===== src/rtl/gelu_poly_scheduler_if.sv =====
// Request, PolynomialUnit and response signals of gelu_poly_scheduler, bundled as one interface.
interface gelu_poly_scheduler_if #(
  parameter int W     = 32,
  parameter int N_REQ = 2
) ();
  logic [N_REQ-1:0]   req_valid;
  logic [N_REQ*W-1:0] req_data;
  logic [N_REQ-1:0]   req_last;
  logic [N_REQ-1:0]   req_ready;
  logic               pu_valid_in;
  logic [W-1:0]       pu_xi_q;
  logic               pu_valid_out;
  logic [W-1:0]       pu_s_xi_q;
  logic [N_REQ-1:0]   rsp_valid;
  logic [N_REQ*W-1:0] rsp_data;
  logic [N_REQ-1:0]   rsp_last;
  logic [N_REQ-1:0]   rsp_ready;
  logic               busy;
  logic               err_sync;

  modport slave (
    input  req_valid, req_data, req_last, pu_valid_out, pu_s_xi_q, rsp_ready,
    output req_ready, pu_valid_in, pu_xi_q, rsp_valid, rsp_data, rsp_last, busy, err_sync
  );

  modport master (
    output req_valid, req_data, req_last, pu_valid_out, pu_s_xi_q, rsp_ready,
    input  req_ready, pu_valid_in, pu_xi_q, rsp_valid, rsp_data, rsp_last, busy, err_sync
  );
endinterface


===== src/rtl/gelu_poly_scheduler.sv =====
// Shares one fixed-latency GELU PolynomialUnit among N_REQ requesters: burst-locked round-robin
// grant, latency-matched tag pipe steering results into per-requester credit-protected FIFOs.
module gelu_poly_scheduler #(
  parameter int W          = 32,
  parameter int N_REQ      = 2,
  parameter int LAT        = 7,
  parameter int FIFO_DEPTH = 8
) (
  input logic                  clk,
  input logic                  rst_n,
  gelu_poly_scheduler_if.slave bus
);
  localparam int IDW = (N_REQ > 1) ? $clog2(N_REQ) : 1;
  localparam int AW  = $clog2(FIFO_DEPTH);
  localparam int CW  = $clog2(FIFO_DEPTH + 1);

  typedef enum logic [0:0] {IDLE = 1'b0, LOCK = 1'b1} state_t;

  state_t           r_state, w_state_nxt;
  logic [IDW-1:0]   r_grant, w_grant_nxt, r_rr_ptr, w_rr_nxt, w_sel, w_idx;
  logic [IDW:0]     w_sum;
  logic             w_hit, w_cand, w_grant_ok, w_accept, w_fifo_any;
  logic [N_REQ-1:0] w_acc_vec, w_push, w_pop;
  logic [CW-1:0]    r_credit [N_REQ];
  logic [CW-1:0]    r_count  [N_REQ];
  logic [AW-1:0]    r_rd_ptr [N_REQ];
  logic [AW-1:0]    r_wr_ptr [N_REQ];
  logic [W-1:0]     r_mem      [N_REQ][FIFO_DEPTH];
  logic             r_mem_last [N_REQ][FIFO_DEPTH];
  logic [LAT-1:0]   r_tag_v, r_tag_last;
  logic [IDW-1:0]   r_tag_id [LAT];
  logic             r_err;

  // Round-robin search from r_rr_ptr; iterating downward lets the nearest candidate win.
  always_comb begin
    w_hit = 1'b0;
    w_sel = '0;
    w_sum = '0;
    w_idx = '0;
    w_cand = 1'b0;
    for (int k = N_REQ - 1; k >= 0; k--) begin
      w_sum  = {1'b0, r_rr_ptr} + (IDW+1)'(k);
      w_idx  = (w_sum >= (IDW+1)'(N_REQ)) ? IDW'(w_sum - (IDW+1)'(N_REQ)) : w_sum[IDW-1:0];
      w_cand = bus.req_valid[w_idx] && (r_credit[w_idx] != '0);
      w_sel  = w_cand ? w_idx : w_sel;
      w_hit  = w_hit | w_cand;
    end
  end

  always_comb begin
    w_state_nxt = r_state;
    w_grant_nxt = r_grant;
    w_rr_nxt    = r_rr_ptr;
    w_grant_ok  = (r_credit[r_grant] != '0);
    w_accept    = 1'b0;
    case (r_state)
      IDLE: begin
        if (w_hit) begin
          w_state_nxt = LOCK;
          w_grant_nxt = w_sel;
        end else begin
          w_state_nxt = IDLE;
        end
      end
      LOCK: begin
        w_accept = bus.req_valid[r_grant] && w_grant_ok;
        if (w_accept && bus.req_last[r_grant]) begin
          w_state_nxt = IDLE;
          w_rr_nxt    = (r_grant == IDW'(N_REQ - 1)) ? '0 : r_grant + IDW'(1);
        end else begin
          w_state_nxt = LOCK;
        end
      end
      default: w_state_nxt = IDLE;
    endcase
  end

  // Handshake-side outputs are combinational so an accepted beat enters the unit that cycle.
  always_comb begin
    bus.req_ready          = '0;
    bus.req_ready[r_grant] = (r_state == LOCK) && w_grant_ok;
    bus.pu_valid_in        = w_accept;
    bus.pu_xi_q            = w_accept ? bus.req_data[r_grant*W +: W] : '0;
    w_acc_vec              = '0;
    w_acc_vec[r_grant]     = w_accept;
  end

  always_comb begin
    w_fifo_any = 1'b0;
    for (int i = 0; i < N_REQ; i++) begin
      w_push[i]                = r_tag_v[LAT-1] && (r_tag_id[LAT-1] == IDW'(i));
      w_pop[i]                 = (r_count[i] != '0) && bus.rsp_ready[i];
      bus.rsp_valid[i]         = (r_count[i] != '0);
      bus.rsp_data[i*W +: W]   = (r_count[i] != '0) ? r_mem[i][r_rd_ptr[i]] : '0;
      bus.rsp_last[i]          = (r_count[i] != '0) && r_mem_last[i][r_rd_ptr[i]];
      w_fifo_any               = w_fifo_any | (r_count[i] != '0);
    end
    bus.busy     = (r_state == LOCK) | (|r_tag_v) | w_fifo_any;
    bus.err_sync = r_err;
  end

  always_ff @(posedge clk or negedge rst_n) begin
    if (!rst_n) begin
      r_state  <= IDLE;
      r_grant  <= '0;
      r_rr_ptr <= '0;
    end else begin
      r_state  <= w_state_nxt;
      r_grant  <= w_grant_nxt;
      r_rr_ptr <= w_rr_nxt;
    end
  end

  // Tag pipe mirrors the unit's latency so stage LAT-1 lines up with pu_valid_out.
  always_ff @(posedge clk or negedge rst_n) begin
    if (!rst_n) begin
      r_tag_v    <= '0;
      r_tag_last <= '0;
      for (int k = 0; k < LAT; k++) r_tag_id[k] <= '0;
      r_err      <= 1'b0;
    end else begin
      r_tag_v[0]    <= w_accept;
      r_tag_last[0] <= bus.req_last[r_grant];
      r_tag_id[0]   <= r_grant;
      for (int k = 1; k < LAT; k++) begin
        r_tag_v[k]    <= r_tag_v[k-1];
        r_tag_last[k] <= r_tag_last[k-1];
        r_tag_id[k]   <= r_tag_id[k-1];
      end
      if (bus.pu_valid_out != r_tag_v[LAT-1]) r_err <= 1'b1;
    end
  end

  always_ff @(posedge clk or negedge rst_n) begin
    if (!rst_n) begin
      for (int i = 0; i < N_REQ; i++) begin
        r_credit[i] <= CW'(FIFO_DEPTH);
        r_count[i]  <= '0;
        r_rd_ptr[i] <= '0;
        r_wr_ptr[i] <= '0;
      end
    end else begin
      for (int i = 0; i < N_REQ; i++) begin
        case ({w_acc_vec[i], w_pop[i]})
          2'b10:   r_credit[i] <= r_credit[i] - CW'(1);
          2'b01:   r_credit[i] <= r_credit[i] + CW'(1);
          default: r_credit[i] <= r_credit[i];
        endcase
        case ({w_push[i], w_pop[i]})
          2'b10:   r_count[i] <= r_count[i] + CW'(1);
          2'b01:   r_count[i] <= r_count[i] - CW'(1);
          default: r_count[i] <= r_count[i];
        endcase
        if (w_push[i]) r_wr_ptr[i] <= r_wr_ptr[i] + AW'(1);
        if (w_pop[i])  r_rd_ptr[i] <= r_rd_ptr[i] + AW'(1);
      end
    end
  end

  always_ff @(posedge clk) begin
    for (int i = 0; i < N_REQ; i++) begin
      if (w_push[i]) begin
        r_mem[i][r_wr_ptr[i]]      <= bus.pu_s_xi_q;
        r_mem_last[i][r_wr_ptr[i]] <= r_tag_last[LAT-1];
      end
    end
  end
endmodule


===== src/flat_wrapper.sv =====
// flat-port wrapper written by rule: the top's interface ports become plain ports
module gelu_poly_scheduler_flat 
#(
  parameter int W          = 32,
  parameter int N_REQ      = 2,
  parameter int LAT        = 7,
  parameter int FIFO_DEPTH = 8
)
  (clk, rst_n, bus_req_valid, bus_req_data, bus_req_last, bus_pu_valid_out, bus_pu_s_xi_q, bus_rsp_ready, bus_req_ready, bus_pu_valid_in, bus_pu_xi_q, bus_rsp_valid, bus_rsp_data, bus_rsp_last, bus_busy, bus_err_sync);
  gelu_poly_scheduler_if #(.W(W), .N_REQ(N_REQ)) bus_i ();
  input logic clk;
  input logic rst_n;
  input wire logic [$bits(bus_i.req_valid)-1:0] bus_req_valid;
  input wire logic [$bits(bus_i.req_data)-1:0] bus_req_data;
  input wire logic [$bits(bus_i.req_last)-1:0] bus_req_last;
  input wire logic [$bits(bus_i.pu_valid_out)-1:0] bus_pu_valid_out;
  input wire logic [$bits(bus_i.pu_s_xi_q)-1:0] bus_pu_s_xi_q;
  input wire logic [$bits(bus_i.rsp_ready)-1:0] bus_rsp_ready;
  output wire logic [$bits(bus_i.req_ready)-1:0] bus_req_ready;
  output wire logic [$bits(bus_i.pu_valid_in)-1:0] bus_pu_valid_in;
  output wire logic [$bits(bus_i.pu_xi_q)-1:0] bus_pu_xi_q;
  output wire logic [$bits(bus_i.rsp_valid)-1:0] bus_rsp_valid;
  output wire logic [$bits(bus_i.rsp_data)-1:0] bus_rsp_data;
  output wire logic [$bits(bus_i.rsp_last)-1:0] bus_rsp_last;
  output wire logic [$bits(bus_i.busy)-1:0] bus_busy;
  output wire logic [$bits(bus_i.err_sync)-1:0] bus_err_sync;
  assign bus_i.req_valid = bus_req_valid;
  assign bus_i.req_data = bus_req_data;
  assign bus_i.req_last = bus_req_last;
  assign bus_i.pu_valid_out = bus_pu_valid_out;
  assign bus_i.pu_s_xi_q = bus_pu_s_xi_q;
  assign bus_i.rsp_ready = bus_rsp_ready;
  assign bus_req_ready = bus_i.req_ready;
  assign bus_pu_valid_in = bus_i.pu_valid_in;
  assign bus_pu_xi_q = bus_i.pu_xi_q;
  assign bus_rsp_valid = bus_i.rsp_valid;
  assign bus_rsp_data = bus_i.rsp_data;
  assign bus_rsp_last = bus_i.rsp_last;
  assign bus_busy = bus_i.busy;
  assign bus_err_sync = bus_i.err_sync;
  gelu_poly_scheduler #(.W(W), .N_REQ(N_REQ), .LAT(LAT), .FIFO_DEPTH(FIFO_DEPTH)) u_core (.clk(clk), .rst_n(rst_n), .bus(bus_i));
endmodule

===== config.mk =====
export PLATFORM = sky130hd
export DESIGN_NAME = gelu_poly_scheduler_flat
export DESIGN_NICKNAME = d
export VERILOG_FILES = /design/src/rtl/gelu_poly_scheduler_if.sv /design/src/rtl/gelu_poly_scheduler.sv /design/src/flat_wrapper.sv
export SDC_FILE = /design/constraint.sdc
export NUM_CORES = 1
export LEC_CHECK = 0
export ABC_AREA = 0
export BUFFER_PORTS_ARGS = -buffer_cell sky130_fd_sc_hd__buf_4
export CORE_MARGIN = 2
export CORE_UTILIZATION = 45
export CTS_CLUSTER_DIAMETER = 120
export DETAILED_ROUTE_END_ITERATION = 16
export PLACE_DENSITY = 0.62
export SYNTH_ARGS = -nofsm -noshare
export SYNTH_HDL_FRONTEND = slang
export SYNTH_SLANG_ARGS = --single-unit
export TNS_END_PERCENT = 100

===== constraint.sdc =====
create_clock -name clk -period 4.4 [get_ports clk]
set_input_delay 1.1 -clock clk [delete_from_list [all_inputs] [get_ports clk]]
set_output_delay 1.1 -clock clk [all_outputs]
set_load 0.01 [all_outputs]

==> run summary <==
The flow ran to the end, and the final reports show no timing, DRC or antenna violations. The number of nets in the layout is 1,423. The maximum number of pins on one net before global-route repair came out at 67. Ranked by total cell area, the synthesized netlist is headed by sky130_fd_sc_hd__edfxtp_1, sky130_fd_sc_hd__mux4_2, sky130_fd_sc_hd__dfrtp_1, sky130_fd_sc_hd__a22o_1, sky130_fd_sc_hd__ha_1. The later pin in the worst-skew pair is clocked with a latency of about 600 ps. During I/O placement, the number of pins put on the boundary was 210. The setup slack of the most critical reg-to-reg path is about 1300 ps.

The die height is 229 µm. The worst-case clock buffer depth is 3. The post-CTS clock slew at the launch and capture registers of the worst setup and hold paths is 60 ps.

TritonCTS built the clock tree. The initial antenna violation count was 0. The leading area contributor after synthesis is sky130_fd_sc_hd__edfxtp_1.

The post-CTS resize count is 0. The starting density of the core came out at 0.455. In this run the critical register-to-register path is captured at u_core.r_count[7]$_DFFE_PN0P_. The H-tree level count came out at 2.

Counting every net in the synthesized netlist gives 1,179. Setup repair after global routing left no endpoint under its margin. Setup violations remaining at the end of the flow were counted as 0. The max-cap violation count is 0. The path category of the worst min-delay check is reg2reg.

The tree is rooted in a sky130_fd_sc_hd__clkbuf_16. The slew at the pin closest to its max-slew limit is 896 ps. The area of the die is 52,400 µm².

In this run, the number of DRC markers left after iteration 0 of detailed routing was 821. The worst register-to-register path begins at u_core.r_count[4]$_DFFE_PN0P_. The final wirelength is 49.4 mm.

The post-route worst hold slack is 348 ps. In the synthesized netlist the dominant register cell turns out to be sky130_fd_sc_hd__edfxtp_1. The via count came out at 11,350. The total of fill cells in the finished design came out at 3,888. The total overflow left after global routing is 0. The sequential cell area fraction in the yosys report came out at 0.755. After synthesis, the netlist uses between 40 and 50 different library cells. The worst setup path is launched from a register. The arrival time at the worst endpoint is 2660 ps. The hold-fix buffer count after cts is 0. The first-pass GRT wire length came out at 73.3 mm. The worst pin sits at a relative slew slack of 0.401. In this run the tool buffered the top-level ports with 209 buffer cells.

In the final layout, the share of cells above drive strength 1 is 0.375. The number of global-route vias before repair is ~12,000. The number of antenna cells inserted came out at 0. The routed design could run at a clock period as short as 3760 ps. The last element of the critical path is bus_rsp_data[63].

The synthesis-to-layout area growth came out at 18.8%. The number of enable-type register cells in the synthesized netlist is 528. The kind of end point of the critical path is an output pin. Dividing the final minimum period by the clock period gives 0.854.

The worst voltage drop across the vdd grid came out at 0.000380 V. The largest clock skew in the final design came out at between 10 and 15 ps. The post-synthesis instance total is about 1,100. In the final timing run, aggregate negative setup slack is 0 ps. The core footprint is 50,100 µm².

The biggest fanout along the worst timing path came out at 28. The total DRC errors in the routed layout is 0. The horizontal extent of the die is approximately 230 µm. Power spread over the standard cell area amounts to 669 nW/µm². The cell area that synthesis handed to floorplanning was 22,800 µm².

The routed length per instance came out at 24.5 µm. The worst-case reg-to-reg path depth is 9. For this run, the total global-route usage over all layers was measured as 0.188. The average size of a mapped cell came out at roughly 22 µm². The placer congestion estimate is 0.803.

The detail route stage leaves a number of antenna-violating nets equal to 0. The number of slew-limit violations in the final report is 0. The highest clock frequency the design can meet is 266 MHz.

In this run the post-CTS setup repair buffer count came out at 0. The final hold violation count came out at 0. The worst setup path startpoint is u_core.r_rd_ptr[0]$_DFFE_PN0P_. The Yosys step of the flow raised 0 warnings. After floorplanning, the core was divided into about 80 placement rows. The synthesis-stage register bit count is 581. The top-area cell type share of the netlist area came out at 0.697. The critical path is of the reg2out type. Clock tree synthesis found a total of 581 sinks. Of all flip-flops after synthesis, the portion carrying an async set or reset was 0.0912.

The placed wire-length estimate after detailed placement came out at 30.0 mm. The iteration count of the initial detailed-routing pass is 4. The number of buffers added by the clock tree synthesis step came out at 57. The static power due to leakage is approximately 9 nW.

The required time at the worst-slack endpoint came out at 3300 ps. After detailed routing, the number of vias per cell comes to 5.62.
==> area by class of cell <==
class,count,area [µm²],area share
clock buffer,74,1540,0.0570
sequential,581,17200,0.636
tap,672,841,0.0311
clock inverter,33,270,0.00999
inverter,18,67.6,0.00250
multi-input combinational,399,5280,0.195
timing repair buffer,241,1860,0.0687
==> flip-flops by register name, summed over array words and instances (netlist names) <==
register,cells
u_core.r_tag_id,7
u_core.r_rr_ptr,1
u_core.r_mem,512
u_core.r_mem_last,16
u_core.r_state,1
u_core.r_count,8
u_core.r_grant,1
u_core.r_tag_last,7
u_core.bus.err_sync,1
u_core.r_tag_v,7
u_core.r_rd_ptr,6
u_core.r_wr_ptr,6
u_core.r_credit,8
==> through the flow <==
step | util | area (µm²) | setup slack [ps] | total power [W] | cells
floorplan | - | 22800 | 751 | 0.0112 | 1054
global placement | 0.504 | 25200 | 1050 | 0.0135 | 1911
detailed placement | 0.504 | 25200 | 971 | 0.0136 | 1911
CTS | 0.540 | 27000 | 545 | 0.0184 | 2018
global route | 0.540 | 27000 | 474 | 0.0190 | 2018
finish | 0.540 | 27000 | 641 | 0.0181 | 2018
==> power by group <==
part,total (W),internal (W),switching [W]
Clock,0.00470,0.00270,0.00200
Sequential,0.00718,0.00671,0.000467
Combinational,0.00622,0.00308,0.00314
==> layer usage <==
metal / GRT usage / part of all wire / vias to the layer above
met3: 0.0375 / 0.057 / 59
met2: 0.318 / 0.50 / 395
met4: 0.0532 / 0.023 / 0
met1: 0.251 / 0.42 / 5971
li1: - / - / 4925
met5: 0 / 0 / -
==> synthesized netlist by cell type, types with 13 or more instances <==
master,instances
sky130_fd_sc_hd__edfxtp_1,528
sky130_fd_sc_hd__ha_1,16
sky130_fd_sc_hd__xnor2_1,13
sky130_fd_sc_hd__nand2_1,19
sky130_fd_sc_hd__mux4_2,132
sky130_fd_sc_hd__nor2_1,17
sky130_fd_sc_hd__nand3_1,13
sky130_fd_sc_hd__clkbuf_1,20
sky130_fd_sc_hd__buf_2,19
sky130_fd_sc_hd__inv_1,16
sky130_fd_sc_hd__a22o_1,95
sky130_fd_sc_hd__dfrtp_1,51
==> worst min path at each step <==
stage                                     endpoint  slack (ps)                      startpoint  cells after the start
floorplan             u_core.r_tag_id[0]$_DFF_PN0_         330    u_core.r_tag_id[1]$_DFF_PN0_                      0
global placement      u_core.r_tag_id[5]$_DFF_PN0_         330    u_core.r_tag_id[6]$_DFF_PN0_                      0
detailed placement  u_core.r_tag_last[5]$_DFF_PN0_         330  u_core.r_tag_last[4]$_DFF_PN0_                      0
CTS                 u_core.r_tag_last[5]$_DFF_PN0_         350  u_core.r_tag_last[4]$_DFF_PN0_                      0
global route        u_core.r_tag_last[5]$_DFF_PN0_         350  u_core.r_tag_last[4]$_DFF_PN0_                      0
finish              u_core.r_tag_last[5]$_DFF_PN0_         350  u_core.r_tag_last[4]$_DFF_PN0_                      0
==> worst max-delay path, stage by stage (launching register included) <==
cell and delay (ps):
sky130_fd_sc_hd__dfrtp_4 730, sky130_fd_sc_hd__buf_12 330, sky130_fd_sc_hd__mux4_2 530, sky130_fd_sc_hd__a22o_2 290, sky130_fd_sc_hd__buf_4 150
==> placed cells by master, fill, tap and decap left out, types with 13 or more instances in the layout <==
cell type and n:
sky130_fd_sc_hd__ha_1 16, sky130_fd_sc_hd__inv_1 16, sky130_fd_sc_hd__nor2_4 14, sky130_fd_sc_hd__clkbuf_16 58, sky130_fd_sc_hd__clkinv_2 14, sky130_fd_sc_hd__nand3_1 13, sky130_fd_sc_hd__buf_4 237, sky130_fd_sc_hd__nand2_1 19
sky130_fd_sc_hd__mux4_2 132, sky130_fd_sc_hd__xnor2_1 13, sky130_fd_sc_hd__clkbuf_1 13, sky130_fd_sc_hd__dfrtp_1 47, sky130_fd_sc_hd__edfxtp_1 528, sky130_fd_sc_hd__a22o_1 95
==> logic make-up after synthesis <==
| family | synth area share |
|---|---|
| AOI/OAI and AO/OA | 0.0481 |
| xor gates and xnor gates | 0.00616 |
| adders and majority gates | 0.0123 |
| buffers and inverters | 0.0195 |
| DFF | 0.755 |
| muxes | 0.137 |
| and+or+nand+nor | 0.0221 |
Note: power is estimated with default switching activity, not from simulation.
